**src/rtl/mux_tree_pkg.sv**
```systemverilog
// Shared types and elaboration helpers for the N:1 mux tree.
// Level k halves the element count of level k-1, rounding up.
package mux_tree_pkg;

  typedef struct packed {
    logic valid;
    logic err;
  } stage_ctl_t;

  function automatic int tree_levels(input int n);
    return (n <= 2) ? 1 : $clog2(n);
  endfunction

  // k = -1 gives the raw channel count feeding level 0
  function automatic int level_width(input int n, input int k);
    int w;
    w = n;
    for (int i = 0; i <= k; i++) begin
      w = (w + 1) / 2;
    end
    return w;
  endfunction

endpackage

```
**src/rtl/mux_nto1_pipe_if.sv**
```systemverilog
// Input/output handshake bundle for mux_nto1_pipe.
// The producer/consumer side uses master, the mux uses slave.
interface mux_nto1_pipe_if #(
  parameter int N = 3,
  parameter int W = 1
);
  localparam int SW = $clog2(N);

  logic [N*W-1:0] din;
  logic [SW-1:0]  sel;
  logic           in_valid;
  logic           in_ready;
  logic [W-1:0]   dout;
  logic           sel_err;
  logic           out_valid;
  logic           out_ready;

  modport master (
    output din, sel, in_valid, out_ready,
    input  in_ready, dout, sel_err, out_valid
  );

  modport slave (
    input  din, sel, in_valid, out_ready,
    output in_ready, dout, sel_err, out_valid
  );

endinterface

```
**src/rtl/mux_nto1_pipe_mux2.sv**
```systemverilog
// W-bit 2:1 mux, one per element pair in each tree level.
// s_i = 1 selects the odd element.
module mux_2to1w #(
  parameter int W = 1
) (
  input  logic [W-1:0] a_i,
  input  logic [W-1:0] b_i,
  input  logic         s_i,
  output logic [W-1:0] y_o
);

  assign y_o = s_i ? b_i : a_i;

endmodule

```
**src/rtl/mux_nto1_pipe.sv**
```systemverilog
// N-input W-bit mux tree of 2:1 stages with optional per-level
// registers, valid/ready handshake and out-of-range select flag.
module mux_nto1_pipe
  import mux_tree_pkg::*;
#(
  parameter int N         = 3,
  parameter int W         = 1,
  parameter int REG_EVERY = 1,
  parameter int SW        = $clog2(N)
) (
  input logic            clk,
  input logic            reset,
  mux_nto1_pipe_if.slave bus
);

  localparam int L = tree_levels(N);

  logic stall;
  logic acc;

  assign stall        = bus.out_valid & ~bus.out_ready;
  assign bus.in_ready = ~stall;
  assign acc          = bus.in_valid & ~stall;

  for (genvar k = 0; k < L; k++) begin : g_lv
    localparam int NI = level_width(N, k - 1);
    localparam int NO = level_width(N, k);
    localparam int SI = SW - k;

    logic [NI-1:0][W-1:0] i_data;
    logic [SI-1:0]        i_sel;
    stage_ctl_t           i_ctl;
    logic [NO-1:0][W-1:0] m_data;
    logic [NO-1:0][W-1:0] data_d;
    logic [NO-1:0][W-1:0] o_data;
    stage_ctl_t           o_ctl;

    if (k == 0) begin : g_src
      assign i_data = bus.din;
      assign i_sel  = bus.sel;
      // gating with acc keeps unknown din/sel out of the control bits
      assign i_ctl  = {acc, acc & (int'(bus.sel) >= N)};
    end else begin : g_nxt
      assign i_data = g_lv[k-1].o_data;
      assign i_sel  = g_lv[k-1].g_fwd.o_sel;
      assign i_ctl  = g_lv[k-1].o_ctl;
    end

    for (genvar e = 0; e < NO; e++) begin : g_el
      if (2 * e + 1 < NI) begin : g_pair
        mux_2to1w #(.W(W)) u_mux (
          .a_i (i_data[2*e]),
          .b_i (i_data[2*e+1]),
          .s_i (i_sel[0]),
          .y_o (m_data[e])
        );
      end else begin : g_odd
        assign m_data[e] = i_data[2*e];
      end
    end

    if (k == L - 1) begin : g_mask
      assign data_d = i_ctl.err ? '0 : m_data;
    end else begin : g_keep
      assign data_d = m_data;
    end

    if (REG_EVERY != 0 || k == L - 1) begin : g_reg
      logic [NO-1:0][W-1:0] data_q;
      stage_ctl_t           ctl_q;

      always_ff @(posedge clk or posedge reset) begin
        if (reset) begin
          data_q <= '0;
          ctl_q  <= '0;
        end else if (!stall) begin
          data_q <= data_d;
          ctl_q  <= i_ctl;
        end
      end

      assign o_data = data_q;
      assign o_ctl  = ctl_q;
    end else begin : g_comb
      assign o_data = data_d;
      assign o_ctl  = i_ctl;
    end

    if (SI > 1) begin : g_fwd
      logic [SI-2:0] o_sel;

      if (REG_EVERY != 0) begin : g_r
        logic [SI-2:0] sel_q;

        always_ff @(posedge clk or posedge reset) begin
          if (reset) begin
            sel_q <= '0;
          end else if (!stall) begin
            sel_q <= i_sel[SI-1:1];
          end
        end

        assign o_sel = sel_q;
      end else begin : g_c
        assign o_sel = i_sel[SI-1:1];
      end
    end
  end

  assign bus.dout      = g_lv[L-1].o_data[0];
  assign bus.sel_err   = g_lv[L-1].o_ctl.err;
  assign bus.out_valid = g_lv[L-1].o_ctl.valid;

endmodule

```
**src/flat_wrapper.sv**
```systemverilog
// flat-port wrapper written by rule: the top's interface ports become plain ports
module mux_nto1_pipe_flat import mux_tree_pkg::*;
#(
  parameter int N         = 3,
  parameter int W         = 1,
  parameter int REG_EVERY = 1,
  parameter int SW        = $clog2(N)
)
  (clk, reset, bus_din, bus_sel, bus_in_valid, bus_out_ready, bus_in_ready, bus_dout, bus_sel_err, bus_out_valid);
  mux_nto1_pipe_if #(.N(N), .W(W)) bus_i ();
  input logic clk;
  input logic reset;
  input wire logic [$bits(bus_i.din)-1:0] bus_din;
  input wire logic [$bits(bus_i.sel)-1:0] bus_sel;
  input wire logic [$bits(bus_i.in_valid)-1:0] bus_in_valid;
  input wire logic [$bits(bus_i.out_ready)-1:0] bus_out_ready;
  output wire logic [$bits(bus_i.in_ready)-1:0] bus_in_ready;
  output wire logic [$bits(bus_i.dout)-1:0] bus_dout;
  output wire logic [$bits(bus_i.sel_err)-1:0] bus_sel_err;
  output wire logic [$bits(bus_i.out_valid)-1:0] bus_out_valid;
  assign bus_i.din = bus_din;
  assign bus_i.sel = bus_sel;
  assign bus_i.in_valid = bus_in_valid;
  assign bus_i.out_ready = bus_out_ready;
  assign bus_in_ready = bus_i.in_ready;
  assign bus_dout = bus_i.dout;
  assign bus_sel_err = bus_i.sel_err;
  assign bus_out_valid = bus_i.out_valid;
  mux_nto1_pipe #(.N(N), .W(W), .REG_EVERY(REG_EVERY), .SW(SW)) u_core (.clk(clk), .reset(reset), .bus(bus_i));
endmodule
```
**config.mk**
```make
export PLATFORM = sky130hd
export DESIGN_NAME = mux_nto1_pipe_flat
export DESIGN_NICKNAME = d
export VERILOG_FILES = /design/src/rtl/mux_tree_pkg.sv /design/src/rtl/mux_nto1_pipe_if.sv /design/src/rtl/mux_nto1_pipe_mux2.sv /design/src/rtl/mux_nto1_pipe.sv /design/src/flat_wrapper.sv
export SDC_FILE = /design/constraint.sdc
export NUM_CORES = 1
export LEC_CHECK = 0
export CORE_AREA = 2 2 39 41
export DETAILED_ROUTE_END_ITERATION = 7
export DIE_AREA = 0 0 41 43
export HOLD_SLACK_MARGIN = 0.05
export PLACE_DENSITY = 0.62
export SYNTH_ARGS = -nofsm -noshare
export SYNTH_HDL_FRONTEND = slang
export SYNTH_SLANG_ARGS = --single-unit
```
**constraint.sdc**
```tcl
create_clock -name clk -period 1.54 [get_ports clk]
set_clock_uncertainty 0.2 [all_clocks]
set_input_delay 0.231 -clock clk [delete_from_list [all_inputs] [get_ports clk]]
set_output_delay 0.231 -clock clk [all_outputs]
set_load 0.005 [all_outputs]
```
==> metrics list, run 1 <==
* Outcome: completed
- Clock slew at the register clock pins of the worst setup and hold paths: 50 ps
- Core Box Area: 0.00138 sq mm
* Clock Latency Late Sink: 240 ps
* Worst-margin pin slew: 312 ps
- Static Leakage: 0.274 nW
* Starting Density: 25.0%
- Clock tree from TritonCTS: done
- RSZ-0062 raised after global routing: false
- Relative to the synthesized area, the layout overhead comes to 56.7%.
* Part of the cycle the worst path needs: 94.9%
* Final routed wire length divided by cell count: 10.8 um
- Family with the most delay on the worst path: flip-flops
* Final count of negative-setup-slack endpoints: 0
- Before antenna repair, the detailed router went through 2 iterations.
* Number of routed nets with antenna violations: 0
- Along the worst path, the maximum fanout reaches 2.
- Area of combinational cells with multiple inputs: 139 sq um
* Port-buffer cells: 12
- The cell area that synthesis handed to floorplanning was 347 sq um.
- Clock root buffer: clkbuf_4
* Number of distinct standard cells referenced by the synthesized netlist: 12
* Worst supply voltage drop on vdd: 0.337 mV
- Final number of hold-violating endpoints: 0
* Post-layout minimum cycle time: 1460 ps
- Nets@finish: 54
- The critical path runs through a total of 3 cells.
* Number of instances in the synthesized netlist: 24
- Pin placement for this block handled 13 I/O pins.
- Most common cell after layout, fill and taps aside: dfrtp_1
- Hold path depth: 1
- Share of the yosys chip area belonging to registers: 57.8%
- Data arrival time of the worst path: 1030 ps
- Number of CTS-inserted buffers: 3
- Longest individual stage delay on the worst path: 340 ps
* FP Rows: 14
* Peak clock frequency supported by timing: 684 MHz
- Via-per-instance ratio: 4.44
- WL final: 636 um
* Slowest cell on crit path: dfrtp_1
* Largest net degree at the start of global routing: 9
- In this run the deepest clock path goes through 2 buffers.
- The number of antenna violations at the first check in global routing is 0.
- From bottom edge to top edge, the die measures 43 um.
- Overall overflow remaining after global route: 0
* Post-CTS setup repair buffer count: 0
- First-pass GRT wire length: 1110 um
* Total Die Area: 0.00176 sq mm
- Most used cells in the layout excluding fill and tap cells: 8 x dfrtp_1, 7 x clkdlybuf4s50_1, 4 x mux2_2
- H-Tree Level Count: 1
- HPWL reported at the end of detailed placement: 522 um
- The congestion estimate from routability-driven global placement came to 0.639.
- Number of warnings reported in the yosys synthesis log: 0
- The number of max-slew violations in the final report was 0.
* Proportion of layout cells with a drive suffix above 1: 32.6%
- DRC Markers: 0
- Areal power density over the cells: 976 mW/mm^2
* Width of the chip: 41 um
- Bufs and invs on worst path: 2
* Via count of the first global-routing pass: 280
- For this design, the sink count on the clock tree is 8.
* Count of routing violations after the opening detailed-route iteration: 1
- The worst setup path is launched from a register.
- Type of destination of the critical path: output pin
- Synthesis produced a netlist with a net count of 33.
- Least setup slack across all paths after layout: 78.9 ps
* Via count: 262
- The critical path is of the register to output pin type.
- Length in cells of the worst reg-to-reg path: 3
- Hold_ws: 275 ps
* Overall routing resource usage: 9.85%
* Filler cell count: 139
- Register area: 200 sq um
- Type of the tightest min-delay check: register to register
- Headroom to the max-slew limit came out at 79.1%.
- The number of antenna diodes in the final layout is 0.
- After synthesis, the mean cell area works out to 14.4 sq um.
- MaxCap Viol Count: 0
- Timing analysis after detailed placement gives a worst setup slack of -256 ps.
- For the worst setup path, the data required time is 1110 ps.
- Total of flip-flops plus latches after synthesis: 8
- Critical-path cell list: nor2b_4 -> inv_2 -> dlygate4sd2_1
==> logic make-up after synthesis <==
logic type      after synthesis  share of synthesized area (%)
compound gates                2                           3.61
buf+inv                       2                           2.16
flops                         8                           57.8
mux                           7                           24.5
simple gates                  5                           11.9
==> per-stage QoR <==
stage / instances / TNS, ps / area, sq um / utilization [%] / power, mW
3_5_place_dp: 55 / -773 / 509 / 36.8 / 0.387
5_1_grt: 59 / 0 / 543 / 39.2 / 0.566
6_report: 59 / 0 / 543 / 39.2 / 0.530
4_1_cts: 59 / 0 / 538 / 38.9 / 0.541
2_1_floorplan: 24 / 0 / 347 / - / 0.311
3_3_place_gp: 55 / -677 / 509 / 36.8 / 0.382
==> worst paths after layout <==
check	to	start	slack, ps
worst max-delay path	bus_in_ready	u_core.bus.out_valid$_DFFE_PP0N_	80
worst min-delay path	u_core.bus.out_valid$_DFFE_PP0N_	u_core.g_lv[0].g_reg.ctl_q[1]$_DFFE_PP0N_	270
worst max register to register	u_core.g_lv[0].g_fwd.g_r.sel_q$_DFFE_PP0N_	u_core.bus.out_valid$_DFFE_PP0N_	260
worst min register to register	u_core.bus.out_valid$_DFFE_PP0N_	u_core.g_lv[0].g_reg.ctl_q[1]$_DFFE_PP0N_	270
max in group asynchronous	u_core.g_lv[0].g_reg.data_q[1]$_DFFE_PP0N_	reset	310
min in group asynchronous	u_core.g_lv[0].g_reg.ctl_q[0]$_DFFE_PP0N_	reset	600
==> power breakdown <==
group / total (mW) / internal, mW / switching [mW] / leakage [nW]
clock network: 0.155 / 0.0889 / 0.0664 / 0.0138
logic: 0.122 / 0.0831 / 0.0388 / 0.164
registers: 0.253 / 0.238 / 0.0144 / 0.0965
total: 0.530 / 0.410 / 0.120 / 0.274
==> synth_stat cells, drive strengths merged <==
library cell | count | area share (%)
o31ai | 1 | 2.2
dfrtp | 8 | 58
o21ai | 1 | 1.4
mux2i | 1 | 2.9
inv | 2 | 2.2
nand3 | 1 | 1.4
mux2 | 6 | 22
nor2b | 1 | 4.0
or2b | 1 | 2.2
nand3b | 2 | 4.3
==> sequential cells by signal (all words and copies together), names as in the netlist <==
register                     flops
u_core.bus.sel_err               1
u_core.g_lv.g_reg.ctl_q          2
u_core.bus.dout                  1
u_core.bus.out_valid             1
u_core.g_lv.g_reg.data_q         2
u_core.g_lv.g_fwd.g_r.sel_q      1
==> worst reg2reg max path: stages (launching register included) <==
cell,delay [ps]
dfrtp_1,340
nor2b_4,150
buf_4,140
mux2_2,330
==> area by class of cell <==
type	instances	area share, %
Timing Repair Buffer	16	28.3
Multi-Input combinational cell	14	25.6
Sequential cell	8	36.9
Clock buffer	3	4.15
Inverter	2	1.38
Tap cell	16	3.69
==> metal layers <==
metal | wire [um] | GRT usage [%] | part of all wire, %
met5 | 0 | 0 | 0
met4 | 0 | 8.00 | 0
met2 | 305 | 14.4 | 48
met3 | 65 | 3.14 | 10
met1 | 265 | 11.0 | 42
==> timing repair <==
action | CTS | global route
endpoints found under the setup margin | 2 | 2
hold buffers | 1 | 0
hold endpoints to repair | 8 | 0
gates cloned | 0 | 0
gates resized for setup | 3 | 2
(Power assumes the default switching activity.)
==> run 2: changes to the inputs <==
--- a/config.mk
+++ b/config.mk
@@ -9,7 +9,8 @@
 export DETAILED_ROUTE_END_ITERATION = 7
 export DIE_AREA = 0 0 41 43
 export HOLD_SLACK_MARGIN = 0.05
-export PLACE_DENSITY = 0.62
+export PLACE_DENSITY = 0.65
 export SYNTH_ARGS = -nofsm -noshare
 export SYNTH_HDL_FRONTEND = slang
+export SYNTH_HIERARCHICAL = 1
 export SYNTH_SLANG_ARGS = --single-unit
==> metrics list, run 2 <==
* Via count: 235 (-10%)
- DRC Markers: 0 (unchanged)
- The number of synthesized flops with an enable pin came to 0 (unchanged).
* Worst Setup Path Type: input port to output pin
- The final weighted congestion in routability-driven placement came to 0.673 (+5.3%).
- Nets@finish: 51 (-5.6%)
* Core Box Area: 0.00138 sq mm (unchanged)
* Areal power density over the cells: 977 mW/mm^2 (+0.14%)
- Commonest cells in the netlist: 9 x mux2_4, 8 x dfrtp_1
- Prevailing post-synth register cell: dfrtp_1
- The deepest level of the CTS H-tree was 1 (unchanged).
- The library cells used most frequently in the layout, excluding fill and tap cells, are 9 x mux2_4, 8 x clkdlybuf4s50_1, 8 x dfrtp_1.
* Type of the tightest min-delay check: register to register
- The max-slew headroom at the worst pin came to 80.2% (+1.1 points).
* Floorplan die height: 43 um (unchanged)
- Fraction of synthesis flops using an asynchronous set or reset pin: 100% (unchanged)
* Outcome: completed
- Met1 Usage GRT: 13.2% (+2.2 points)
* Layer carrying the most global-route usage: met1
* Most numerous cell in the Yosys netlist: mux2_4
- Peak clock frequency supported by timing: 680 MHz (-0.65%)
- Biggest registers after layout: u_core/g_lv.g_reg.ctl_q: 2 flops, u_core/g_lv.g_reg.data_q: 2 flops
* Post-synth top area cell: dfrtp_1
- MaxCap Viol Count: 0 (unchanged)
* Startpoint types: input port
- Clock tree synthesis selected as its root buffer the cell clkbuf_4.
* Clock tree from TritonCTS: done
- Total nets after synthesis: 32 (-3.0%)
* Worst supply voltage drop on vdd: 0.347 mV (+2.9%)
- The register bit count reported by yosys came to 8 (unchanged).
- Most common cell after layout, fill and taps aside: mux2_4
- The post-detailed-route wirelength per cell came to 10.9 um (+0.88%).
- The share of the clock period used by the worst path after layout was 95.5% (+0.62 points).
- The effective utilization at floorplan came to 27.7% (+2.6 points).
* RSZ-0062 raised after global routing: false
- The shortest clock period the worst path allows after layout was 1470 ps (+9.58 ps).
- Worst-margin pin slew: 297 ps (-15.8 ps)
* Number of distinct standard cells referenced by the synthesized netlist: 8 (-4)
- The average cell area after synthesis was 16.6 sq um (+15%).
- The iteration-0 DRC count of the detailed router came to 4 (+3).
- Width of the chip: 41 um (unchanged)
- Area share of the leading cell type in the synthesized netlist: 52.3% (-5.5 points)
- Number of iterations in the first detailed-routing pass: 3 (+1)
* Number of instances in the synthesized netlist: 23 (-4.2%)
- Internal reg-to-reg setup slack: 170 ps (-90 ps)
* Largest net degree at the start of global routing: 9 (unchanged)
- Clock Latency Late Sink: 240 ps (about the same)
- The maximum buffer depth of the clock tree was 2 (unchanged).
- Share of the yosys chip area belonging to registers: 52.3% (-5.5 points)
* First-pass GRT wire length: 1120 um (+0.63%)
- The number of ports placed on the die boundary was 13 (unchanged).
- Post-Syn Area: 383 sq um (+10%)
* Max-slew violation count: 0 (unchanged)
- Overall overflow remaining after global route: 0 (unchanged)
- The number of sinks on the clock net came to 8 (unchanged).
* Overall routing resource usage: 9.83% (-0.020 points)
- Clock slew at the register clock pins of the worst setup and hold paths: 50 ps (about the same)
- The number of diodes came to 0 (unchanged).
- Post-layout utilization of the core: 40.9% (+1.6 points)
* Growth of design area from synthesis to finish: 47.7%
- Proportion of layout cells with a drive suffix above 1: 37.5% (+4.9 points)
- The number of placement rows came to 14 (unchanged).
- The static leakage is 0.305 nW (+11%).
- Data arrival time of the worst path: 1040 ps (about the same)
- Final count of negative-setup-slack endpoints: 0 (unchanged)
- Total Die Area: 0.00176 sq mm (unchanged)
- The critical-path maximum fanout came to 2 (unchanged).
- Port-buffer cells: 12 (unchanged)
- HPWL reported at the end of detailed placement: 482 um (-7.5%)
* Number of CTS-inserted buffers: 3 (unchanged)
* Via count of the first global-routing pass: 267 (-4.6%)
- Via-per-instance ratio: 4.20 (-5.5%)
- Required @ worst endpoint: 1110 ps (about the same)
* WL final: 609 um (-4.2%)
- The yosys synthesis warning count is 6 (+6).
* Type of destination of the critical path: output pin
- Met3 Track Usage GR: 3.14% (unchanged)
- Leading post-synthesis cells by cell area: dfrtp_1 52%, mux2_4 35%, nand2b_4 3.6%
- The final hold violation count is 0 (unchanged).
- Sum of negative setup slack: 0 ps (unchanged)
* Number of routed nets with antenna violations: 0 (unchanged)
* GR met2 Demand/Resource: 12.2% (-2.2 points)
- Initial antenna violation count: 0 (unchanged)
## run 2: cell count changes in the layout (fill, tap and decap cells not counted), sizes merged, moves of 2 or more
cell and delta:
nand3b -2, mux2 +3, dlygate4sd2 -2, nand2b +2
## run 2: layout make-up
class,count,area (sq um)
clock buffers,3,22.5
fillers,136,818
inverters,1,3.75
multi-input cells,13,168
flip-flops and latches,8,200
well taps,16,20.0
repair buffers,15,151
## run 2: cell families (layout without fill, tap and decap cells)
family	after synthesis	in the layout	synth area share, %
flops	8	8	52.3
mux	9	9	35.3
simple gates	4	4	8.50
buf+inv	2	19	3.92
## run 2: worst max-delay path, cell delays in order
cell	delay [ps]
clkdlybuf4s50_1	460
nand2b_4	120
dlygate4sd2_1	230
## run 2: final timing paths
check	end	startpoint	cells after the start
max	bus_in_ready	bus_out_ready	3
min	u_core/bus.out_valid$_DFFE_PP0N_	u_core/g_lv[0].g_reg.ctl_q[1]$_DFFE_PP0N_	1
max reg2reg	u_core/bus.dout$_DFFE_PP0N_	u_core/g_lv[0].g_fwd.g_r.sel_q$_DFFE_PP0N_	3
min reg2reg	u_core/bus.out_valid$_DFFE_PP0N_	u_core/g_lv[0].g_reg.ctl_q[1]$_DFFE_PP0N_	1
max in group asynchronous	u_core/bus.dout$_DFFE_PP0N_	reset	3
min in group asynchronous	u_core/g_lv[0].g_reg.ctl_q[0]$_DFFE_PP0N_	reset	3
## run 2: metal layers
metal	part of all wire (%)	wire [um]	up-vias
met5	0	0	-
met4	1.1	7	0
met3	7.1	43	2
met2	45	275	10
met1	46	283	110
li1	-	-	113
## run 2: what timing repair did
action	in CTS	in global routing
hold buffers	1	0
hold endpoints to repair	8	0
resized for setup	1	3
setup endpoints to repair	2	3
cloned	0	0
buffers inserted	1	0
## run 2: stage by stage
stage	area, sq um	power [mW]	setup WS [ps]	hold WS (ps)	instances
3_3_place_gp	519	0.401	-202	250	51
2_1_floorplan	383	0.343	203	-153	23
5_1_grt	566	0.587	5.43	311	56
4_1_cts	558	0.571	4.30	277	56
6_report	566	0.553	69.3	276	56
3_5_place_dp	519	0.405	-189	266	51
## run 2: report_power, final
group          total [mW]  internal [mW]  switching (mW)
sequential          0.255          0.240          0.0157
clock               0.153         0.0887          0.0642
combinational       0.145          0.105          0.0397
total               0.553          0.433           0.120
==> run 3: changes to the inputs <==
--- a/config.mk
+++ b/config.mk
@@ -6,6 +6,7 @@
 export NUM_CORES = 1
 export LEC_CHECK = 0
 export CORE_AREA = 2 2 39 41
+export CTS_CLUSTER_SIZE = 16
 export DETAILED_ROUTE_END_ITERATION = 7
 export DIE_AREA = 0 0 41 43
 export HOLD_SLACK_MARGIN = 0.05
==> results of run 3 <==
Final layout, timing and power as in run 2 (identical DEF).
